### src/rtl/dfr_mem_arbiter.sv
// Three-requester arbiter for a single-port RAM with round-robin
// grants, owner locking and per-requester starvation flags.
module dfr_mem_arbiter #(
    parameter int ADDR_WIDTH = 14,
    parameter int DATA_WIDTH = 32,
    parameter int MAX_WAIT   = 64
) (
    input  logic                    S_AXI_ACLK,
    input  logic                    S_AXI_ARESETN,
    input  logic [2:0]              req,
    input  logic [2:0]              lock,
    input  logic [2:0]              wen,
    input  logic [3*ADDR_WIDTH-1:0] addr,
    input  logic [3*DATA_WIDTH-1:0] wdata,
    output logic [2:0]              gnt,
    output logic [2:0]              rvalid,
    output logic [DATA_WIDTH-1:0]   rdata,
    output logic                    ram_wen,
    output logic [ADDR_WIDTH-1:0]   ram_addr,
    output logic [DATA_WIDTH-1:0]   ram_din,
    input  logic [DATA_WIDTH-1:0]   ram_dout,
    input  logic                    err_clr,
    output logic [2:0]              starve_err
);

    typedef enum logic [1:0] {
        IDLE,
        ARB,
        LOCKED
    } state_t;

    localparam logic [7:0] MAX_W = 8'(MAX_WAIT);

    state_t     state;
    logic [1:0] ptr;
    logic [1:0] owner;
    logic [1:0] win;
    logic [1:0] c0;
    logic [1:0] c1;
    logic [1:0] c2;
    logic [2:0] gnt_c;
    logic [2:0] starve_set;
    logic [7:0] wait_cnt [3];

    function automatic logic [1:0] inc3(input logic [1:0] v);
        return (v == 2'd2) ? 2'd0 : v + 2'd1;
    endfunction

    always_comb begin
        gnt_c = 3'b000;
        win   = ptr;
        c0    = inc3(ptr);
        c1    = inc3(c0);
        c2    = inc3(c1);
        if (state == LOCKED) begin
            if (req[owner] && lock[owner]) begin
                win        = owner;
                gnt_c[win] = 1'b1;
            end
        end else begin
            if (req[c0]) begin
                win = c0;
            end else if (req[c1]) begin
                win = c1;
            end else begin
                win = c2;
            end
            gnt_c[win] = |req;
        end
    end

    // Reset gates the combinational grant so outputs drop at once.
    assign gnt   = gnt_c & {3{S_AXI_ARESETN}};
    assign rdata = ram_dout;

    always_comb begin
        ram_wen  = 1'b0;
        ram_addr = '0;
        ram_din  = '0;
        for (int i = 0; i < 3; i++) begin
            if (gnt[i]) begin
                ram_wen  = wen[i];
                ram_addr = addr[i*ADDR_WIDTH +: ADDR_WIDTH];
                ram_din  = wdata[i*DATA_WIDTH +: DATA_WIDTH];
            end
        end
    end

    always_comb begin
        starve_set = 3'b000;
        for (int i = 0; i < 3; i++) begin
            starve_set[i] = req[i] && !gnt_c[i] &&
                            (wait_cnt[i] == MAX_W - 8'd1);
        end
    end

    always_ff @(posedge S_AXI_ACLK or negedge S_AXI_ARESETN) begin
        if (!S_AXI_ARESETN) begin
            state  <= IDLE;
            ptr    <= 2'd2;
            owner  <= 2'd0;
            rvalid <= 3'b000;
        end else begin
            rvalid <= gnt_c & ~wen;
            if (|gnt_c) begin
                ptr   <= win;
                owner <= win;
                if (state == LOCKED || lock[win]) begin
                    state <= LOCKED;
                end else begin
                    state <= ARB;
                end
            end else begin
                state <= (|req) ? ARB : IDLE;
            end
        end
    end

    always_ff @(posedge S_AXI_ACLK or negedge S_AXI_ARESETN) begin
        if (!S_AXI_ARESETN) begin
            for (int i = 0; i < 3; i++) begin
                wait_cnt[i] <= 8'd0;
            end
            starve_err <= 3'b000;
        end else begin
            for (int i = 0; i < 3; i++) begin
                if (req[i] && !gnt_c[i]) begin
                    if (wait_cnt[i] != 8'hff) begin
                        wait_cnt[i] <= wait_cnt[i] + 8'd1;
                    end
                end else begin
                    wait_cnt[i] <= 8'd0;
                end
            end
            starve_err <= (starve_err & ~{3{err_clr}}) | starve_set;
        end
    end

endmodule
### config.mk
export PLATFORM = sky130hd
export DESIGN_NAME = dfr_mem_arbiter
export DESIGN_NICKNAME = d
export VERILOG_FILES = /design/src/rtl/dfr_mem_arbiter.sv
export SDC_FILE = /design/constraint.sdc
export NUM_CORES = 1
export LEC_CHECK = 0
export ABC_AREA = 1
export ABC_CLOCK_PERIOD_IN_PS = 4200
export BUFFER_PORTS_ARGS = -buffer_cell sky130_fd_sc_hd__buf_2
export CORE_AREA = 2 2 105 107
export DETAILED_ROUTE_END_ITERATION = 8
export DIE_AREA = 0 0 107 109
export SYNTH_ARGS = -nofsm -noshare
export SYNTH_HDL_FRONTEND = slang
export SYNTH_SLANG_ARGS = --single-unit
### constraint.sdc
create_clock -name S_AXI_ACLK -period 4.2 [get_ports S_AXI_ACLK]
set_input_delay 0.21 -clock S_AXI_ACLK [delete_from_list [all_inputs] [get_ports S_AXI_ACLK]]
set_output_delay 0.21 -clock S_AXI_ACLK [all_outputs]
set_load 0.05 [all_outputs]
# Word-level counts from Yosys, hierarchy flattened
# Cells that the tools add are included.
# word_totals
register_bits	36
input_bits	182
out_inout_bits	88
word_cells	98
# op_classes
add_sub_neg	6
n_lt_le_gt_ge	7
eq_ne	13
n_mux	42
n_bitwise	7
reduce_logical	15
# ops
op	count
32-bit 2-to-1 mux	3
8-bit 2-to-1 mux	6
14-bit 2-to-1 mux	3
8-bit by 1-bit adder with 8-bit output (second input constant)	3
8-bit by 6-bit equality test with 1-bit output (second input constant)	3
8-bit != test (second input constant)	3
2-bit 2-to-1 mux	10
2-bit by 3-bit < comparator with 1-bit output (second input constant)	5
3-bit bitwise AND	4
1-bit 2-to-1 mux	11
1-bit binary-select mux with 2-bit select	5
1-bit logical AND	9
2-bit equality test (second input constant)	4
2-bit by 1-bit adder with 2-bit output (second input constant)	3
3-bit 2-to-1 mux	2
2-bit by 1-bit != test with 1-bit output (second input constant)	3
3-bit inverter	2
3-bit OR reduction	2
1-bit demux with 2-bit select	2
2-bit by 1-bit greater-or-equal comparator with 1-bit output (second input constant)	2
1-bit zero test	3
3-bit OR	1
1-bit logical OR	1

# Longest topological paths before layout
# Gate-level depths: netlist of the first run.
# logic_depth
depth_word	19
depth_mapped	14

# Worst setup path before layout of the first run
# Ideal clock, no wire load.
# synth_timing
kind	register -> output
from	register ptr[1]
to	output port ram_addr[10]
arrival_ns	2.025
required_ns	3.990
slack_ns	1.965
path_stages_with_launch	11
n_path_buf	1
cell_sequence	dfstp_2 -> inv_2 -> nand3_1 -> nand2_1 -> nand2_2 -> nand3_2 -> o21a_2 -> nor2_4 -> buf_2 -> nand2_1 -> nand3_1
# synth_via
elab_chain_len	19
elab_cells_between_ends	27
cone_classes	3 x add/sub; 2 x order compare; 3 x eq/ne; 16 x mux; 2 x bitwise; 1 x reduce/logical
# synth_lines
item	line_no	source
from (decl)	35	logic [1:0] ptr;
from (signal assigned)	106	ptr <= win;
2-bit by 1-bit adder with 2-bit output or 2-bit equality test (tied branches)	46	return (v == 2'd2) ? 2'd0 : v + 2'd1;
2-bit 2-to-1 mux (*)	46	
2-bit by 1-bit adder with 2-bit output or 2-bit equality test (tied branches)	46	
2-bit 2-to-1 mux	46	
2-bit by 1-bit adder with 2-bit output (tied with other cells)	46	
2-bit 2-to-1 mux or 1-bit 2-to-1 mux (tied branches)	46, 63	
2-bit 2-to-1 mux	63	end else if (req[c1]) begin
2-bit 2-to-1 mux (*)	61	if (req[c0]) begin
[... 2 more ...]	--	
1-bit logical AND (implied by the code)	68	gnt_c[win] = |req;
1-bit 2-to-1 mux (implied by the code)	68	
1-bit demux with 2-bit select (*)	68	
3-bit bitwise AND (no source line) (*)	--	
3-bit 2-to-1 mux (*)	55	if (state == LOCKED) begin
3-bit bitwise AND (*)	73	assign gnt = gnt_c & {3{S_AXI_ARESETN}};
via gnt[0]	15	output logic [2:0] gnt,
14-bit 2-to-1 mux (*) (3 in a row)	81	if (gnt[i]) begin
to (decl)	19	output logic [ADDR_WIDTH-1:0] ram_addr,
# The timed path passes the listed nets; every way through them passes the cells marked *. The select of a mux whose other input is x is not followed.

# Worst setup path in the final report of the first run
# layout_timing
from	register ptr[0]
to	output port ram_din[20]
# layout_via
elab_chain_len	19
elab_cells_between_ends	27
cone_classes	3 x add/sub; 2 x order compare; 3 x eq/ne; 16 x mux; 2 x bitwise; 1 x reduce/logical
# layout_lines
item	line_no	source
2-bit by 1-bit adder with 2-bit output or 2-bit equality test (tied branches)	46	
2-bit 2-to-1 mux (*)	46	
2-bit by 1-bit adder with 2-bit output or 2-bit equality test (tied branches)	46	
2-bit 2-to-1 mux	46	
2-bit by 1-bit adder with 2-bit output (tied with other cells)	46	
2-bit 2-to-1 mux or 1-bit 2-to-1 mux (tied branches)	46, 63	
2-bit 2-to-1 mux	63	
2-bit 2-to-1 mux (*)	61	
[... 2 more ...]	--	
1-bit logical AND (implied by the code)	68	
1-bit 2-to-1 mux (implied by the code)	68	
1-bit demux with 2-bit select (*)	68	
3-bit bitwise AND (no source line) (*)	--	
3-bit 2-to-1 mux (*)	55	
3-bit bitwise AND (*)	73	
32-bit 2-to-1 mux (2 in a row)	81	
32-bit 2-to-1 mux (*)	81	
to (decl)	20	output logic [DATA_WIDTH-1:0] ram_din,
# Every way passes the cells marked *; elsewhere a longest branch is shown, timed or not. The select of a mux whose other input is x is not followed.

==> results of run 1 <==
metrics by stage:
step	instance area, um2	hold slack [ps]
floorplan	3060	-85.6
global placement	3920	302
detailed placement	3920	318
CTS	4010	82.1
global route	4020	79.9
finish	4020	82.1
cells by family after synthesis:
group / share of synthesized area, %
fa+ha+maj: 1.23
simple gates: 47.2
buf+inv: 16.1
xor+xnor: 1.43
compound gates: 5.43
flops: 28.6
state kept, by name, summed over array words and instances, names as in the netlist:
| name | count |
|---|---|
| wait_cnt | 24 |
| ptr | 2 |
| rvalid | 3 |
| state | 2 |
| starve_err | 3 |
| owner | 1 |
cells in the final DEF, fill, tap and decap left out, types with 4 or more instances in the layout:
cell	synthesis	routed
dfrtp_1	34	34
clkbuf_8	0	5
nand2_2	12	12
nor2_1	25	25
nand2_1	176	176
nor3_1	5	5
buf_2	6	205
a211oi_1	4	4
a21oi_1	8	8
inv_1	28	28
nand3_2	12	12
o21ai_0	13	13
nand3_1	77	77
inv_2	6	6
power by group through the flow:
stage	sequential [uW]	clock, uW	combinational (uW)
final	460	246	1970
after global routing	472	269	2130
after CTS	460	252	1990
after detailed placement	467	0	1980
after global placement	463	0	1980
after floorplan	491	0	1610
critical path, delay by kind of cell (launching register included):
family / cells / cell delay [ps]
AO/OA/AOI/OAI: 1 / 190
buffers and inverters: 3 / 640
flip-flops: 1 / 470
AND/OR/NAND/NOR: 8 / 1450
per-layer routing:
| layer | wire length (um) | track usage, % | part of all wire (%) |
|---|---|---|---|
| met1 | 4360 | 22.3 | 40 |
| met2 | 5290 | 31.0 | 49 |
| met3 | 921 | 4.72 | 8.5 |
| met4 | 297 | 6.86 | 2.7 |
| met5 | 0 | 0 | 0 |
what timing repair did:
item / CTS / global route
endpoints found under the hold margin: 7 / 0
hold buffers: 1 / 0
gates resized for setup: 0 / 0
final cells by class:
class                   count  area share [%]
diodes                      2           0.125
clock buffers               6            1.81
clock inverters             2           0.311
inverters                  35            3.27
multi-input cells         355            42.2
flip-flops and latches     35            21.8
well taps                 140            4.36
repair buffers            208            26.2
path summary, 6_finish.rpt:
kind                                              start                  endpoint  slack (ps)  depth (start not counted)
worst max-delay path                 ptr[0]$_DFFE_PN0P_               ram_din[20]         930                         12
worst min-delay path                             wen[0]       rvalid[0]$_DFF_PN0_          80                          2
worst max register to register       state[0]$_DFF_PN0_  wait_cnt[21]$_DFFE_PN0P_        2330                          7
worst min register to register  starve_err[1]$_DFF_PN0_   starve_err[1]$_DFF_PN0_         490                          2
max in group asynchronous                 S_AXI_ARESETN        ptr[1]$_DFFE_PN1P_        3320                          3
min in group asynchronous                 S_AXI_ARESETN  wait_cnt[22]$_DFFE_PN0P_         520                          3
==> results.yml, run 1 <==
global_routing:
  grt.overflow.total: 0
  grt_start_max_net_pins: 49
  grt_pass1_wl_um: 16500
  grt_antenna_before_repair: 2
  grt_usage_pct: 18.2
  grt_pass1_vias: 3382
route:
  drtIter0Drc: 254
  vias: 3647
  viasPerCell: 4.66
  drc_errors: 0
  wl_um: 10900
  antenna_left: 0
  dr.pass1.iters: 4
  drt-wirelength-per-cell_um: 13.9
yosys:
  synth_cells: 472
  ys.flop_type: "dfrtp_1"
  ys_types: 30
  netlist_area_um2: 3060
  synth.top_cell.area_share_pct: 27.8
  ys_ff_latch: 35
  synthArstFlopShare_pct: 100
  ys_seq_area_share_pct: 28.6
  synth_most_common_cell: "nand2_1"
  synth_top_cell_by_area: "dfrtp_1"
  postSynthAreaPerCell_um2: 6.49
  synth_commonest_cells: "nand2_1, nand3_1, buf_4"
  synth_area_leaders: "dfrtp_1, nand2_1, nand3_1"
  synth_edf_count: 0
  synthesis.nets: 657
  yosys_warnings: 0
critical_path:
  path_max_fanout: 40
  cp_slowest_stage_delay_ps: 770
  crit_slowest_cell: "nor2_4"
  cp-start-kind: "register"
  worstPathArrival_ps: 3060
  critPathRequiredTime_ps: 3990
  crit_type: "register to primary output"
  worstPathCellList: "nor2_1, nand2_1, nand3_1, nand2_1, inv_2, nand3_1, o21a_2, nor2_4, buf_4, nand2_1, nand3_1, buf_2"
  endpoint_kind: "primary output"
cts:
  cts.sinks: 35
  clock_latency_ps: 290
  clockBufferDepth: 2
  cts-root-buf: "clkbuf_8"
  postCtsSetupBuffers: 0
  cts.clk_slew.worst_paths_ps: 80
  cts_tree: "built"
  cts_max_level: 2
  numCtsBuffers: 5
timing:
  slew_headroom_pct: 29.3
  finalHoldViolations: 0
  rsz0062_at_grt: "false"
  post-route-period-util_pct: 77.8
  tns_ps: 0
  skew_ps: 10.7
  finalWorstSetupSlack_ps: 932
  period_minus_slack_ps: 3270
  max_slew.worst_pin.slew_ps: 1060
  fmax_ghz: 0.306
  setup_viol: 0
  drv_slew: 0
final_layout:
  multi_input_area_um2: 1690
  n_fill_cell: 1138
  drive_gt1_share_pct: 39.2
  fin_cells: 783
  final_core_util_pct: 37.9
  area_delta_synth_final_pct: 31.2
  final_nets: 825
  seqCellArea_um2: 877
floorplan:
  die_x_um: 107
  start_util_pct: 28.9
  boundaryPins: 270
  die_h_um: 109
  dieArea_um2: 11700
  rows: 38
  coreArea_um2: 10600
pwr:
  power.total_uw: 2670
  seqPwrFrac_pct: 17.2
  vdd.ir_drop.worst_uv: 385
  sw_frac_of_total_pct: 63.1
  switchingPower_uw: 1690
  pwr-share-clk_pct: 9.2
  power.share.combinational_pct: 73.6
  internal-power_uw: 986
  pwr_density_cell_nw_per_um2: 665
  p_leak_uw: 0.00232
worst_hold_path:
  holdCritPathClass: "input pin to register"
flow_run:
  drv_cap: 0
placed_design:
  gp_congestion: 0.895
  port_buffers: 205
  dpl.hpwl_um: 8960
  dp_cells: 772
  place_ws_ps: 1220
run_status:
  status: "finished, final reports clean"
(Power assumes the default switching activity.)
==> run 2: changes to the inputs <==
--- a/config.mk
+++ b/config.mk
@@ -6,11 +6,12 @@
 export NUM_CORES = 1
 export LEC_CHECK = 0
 export ABC_AREA = 1
-export ABC_CLOCK_PERIOD_IN_PS = 4200
+export ABC_CLOCK_PERIOD_IN_PS = 3050
 export BUFFER_PORTS_ARGS = -buffer_cell sky130_fd_sc_hd__buf_2
-export CORE_AREA = 2 2 105 107
+export CORE_AREA = 2 2 103 105
 export DETAILED_ROUTE_END_ITERATION = 8
-export DIE_AREA = 0 0 107 109
+export DIE_AREA = 0 0 105 107
+export PLACE_DENSITY = 0.67
 export SYNTH_ARGS = -nofsm -noshare
 export SYNTH_HDL_FRONTEND = slang
 export SYNTH_SLANG_ARGS = --single-unit
==> constraint.sdc (replaced) <==
create_clock -name S_AXI_ACLK -period 3.05 [get_ports S_AXI_ACLK]
set_input_delay 0.1525 -clock S_AXI_ACLK [delete_from_list [all_inputs] [get_ports S_AXI_ACLK]]
set_output_delay 0.1525 -clock S_AXI_ACLK [all_outputs]
set_load 0.05 [all_outputs]
==> results.yml, run 2 (synthesis gave the netlist of run 1 again) <==
run_status:
  status: "finished, final reports clean"
timing:
  rsz0062_at_grt: "false"
  finalHoldViolations: 0
  tns_ps: 0
  drv_slew: 0
  fmax_ghz: 0.358
  max_slew.worst_pin.slew_ps: 503
  post-route-period-util_pct: 91.7
  finalWorstSetupSlack_ps: 253
  period_minus_slack_ps: 2800
  skew_ps: 2.57
  slew_headroom_pct: 66.5
  setup_viol: 0
final_layout:
  top_regs: "wait_cnt (24), rvalid (3), starve_err (3)"
  final_cell_mix: "buf_2, nand2_1, nand3_1, dfrtp_1, inv_1"
  drive_gt1_share_pct: 39.4
  largest_reg_flops: 24
  fin_cells: 779
  area_delta_synth_final_pct: 32.4
  mostFrequentLayoutCell: "buf_2"
  final_nets: 827
  top_register: "wait_cnt"
  n_fill_cell: 1107
critical_path:
  crit_slowest_cell: "dfrtp_1"
  endpoint_kind: "primary output"
  crit_type: "register to primary output"
  critPathRequiredTime_ps: 2900
  worstPathArrival_ps: 2640
  crit_path_frequent_cell: "nand2_1"
  cp_slowest_stage_delay_ps: 470
  r2r_slack_ps: 1210
  worstPathCellList: "nor2_1, nand2_1, nand3_1, nand2_1, inv_2, nand3_1, nand2_1, inv_2, nor2_4, buf_4, nand2_1, nand3_1, buf_2"
  path_max_fanout: 48
  cp-start-kind: "register"
pwr:
  p_leak_uw: 0.00235
  vdd.ir_drop.worst_uv: 500
  pwr_density_cell_nw_per_um2: 928
route:
  drtIter0Drc: 264
  drc_errors: 0
  antenna_left: 0
  dr.pass1.iters: 4
  vias: 3714
  drt-wirelength-per-cell_um: 14.9
  viasPerCell: 4.77
  wl_um: 11600
placed_design:
  place_ws_ps: 544
  dpl.hpwl_um: 9490
  port_buffers: 205
  gp_congestion: 0.966
  dp_cells: 770
global_routing:
  grt_start_max_net_pins: 49
  grt_antenna_before_repair: 2
  grt_pass1_vias: 3541
  grt_usage_pct: 19.8
  grt.overflow.total: 0
  grt_pass1_wl_um: 17600
floorplan:
  start_util_pct: 30.3
  dieArea_um2: 11200
  boundaryPins: 270
  die_x_um: 105
  rows: 37
  die_h_um: 107
  coreArea_um2: 10100
cts:
  numCtsBuffers: 5
  cts-root-buf: "clkbuf_8"
  cts-resized-gates: 0
  cts_tree: "built"
  cts.sinks: 35
  cts.clk_slew.worst_paths_ps: 70
  cts_max_level: 2
  clock_latency_ps: 280
  clockBufferDepth: 2
flow_run:
  drv_cap: 0
worst_hold_path:
  holdCritPathClass: "input pin to register"
## run 2: cell types whose count changed in the layout (fill, tap and decap cells not counted)
cell / previous run / this run
clkbuf_1: 1 / 0
clkinvlp_4: 1 / 0
clkbuf_8: 5 / 6
diode_2: 2 / 1
buf_12: 0 / 2
## run 2: worst max-delay path: cells and delay by family, from the launching register on
family                 cells  cell delay, ps
buffers and inverters      4             860
and+or+nand+nor            9             990
DFF                        1             470
## run 2: repair_timing
action                    4_1_cts  5_1_grt
hold endpoints to repair       34        0
hold buffers                    1        0
buffers inserted                0        0
## run 2: area by class of cell
class                   instances  area, um2  area share [%]
diodes                          1       2.50          0.0617
clock buffers                   6       82.6            2.04
clock inverters                 1       5.00           0.123
inverters                      35        131            3.24
multi-input cells             355       1690            41.8
flip-flops and latches         35        877            21.6
well taps                     136        170            4.20
repair buffers                210       1090            26.9
## run 2: final timing paths
check,from,to,cells past startpoint
min in group asynchronous,S_AXI_ARESETN,ptr[0]$_DFFE_PN0P_,3
min reg2reg,starve_err[1]$_DFF_PN0_,starve_err[1]$_DFF_PN0_,2
max in group asynchronous,S_AXI_ARESETN,ptr[1]$_DFFE_PN1P_,3
max,ptr[0]$_DFFE_PN0P_,ram_addr[13],13
max reg2reg,state[0]$_DFF_PN0_,wait_cnt[15]$_DFFE_PN0P_,7
min,wen[1],rvalid[1]$_DFF_PN0_,2
## run 2: stage by stage
stage               util [%]  power (uW)  hold WS, ps  area [um2]
detailed placement      39.2        3440          239        3950
global placement        39.2        3410          234        3950
floorplan                  -        2900         -143        3060
CTS                     40.1        3790         39.1        4050
global route            40.1        4010         36.2        4050
finish                  40.2        3760         51.6        4050
## run 2: layer usage
metal | part of all wire [%] | global-route usage, % | up-vias
met2 | 48 | 34.0 | 207
met1 | 42 | 25.4 | 1660
met4 | 1.4 | 4.38 | 2
met5 | 0.060 | 0 | -
met3 | 8.4 | 4.56 | 21
li1 | - | - | 1824
## run 2: report_power, final
part	switching [uW]	internal (uW)	total (uW)
logic	2120	670	2790
registers	78.9	556	635
clock network	158	177	335
total	2360	1400	3760
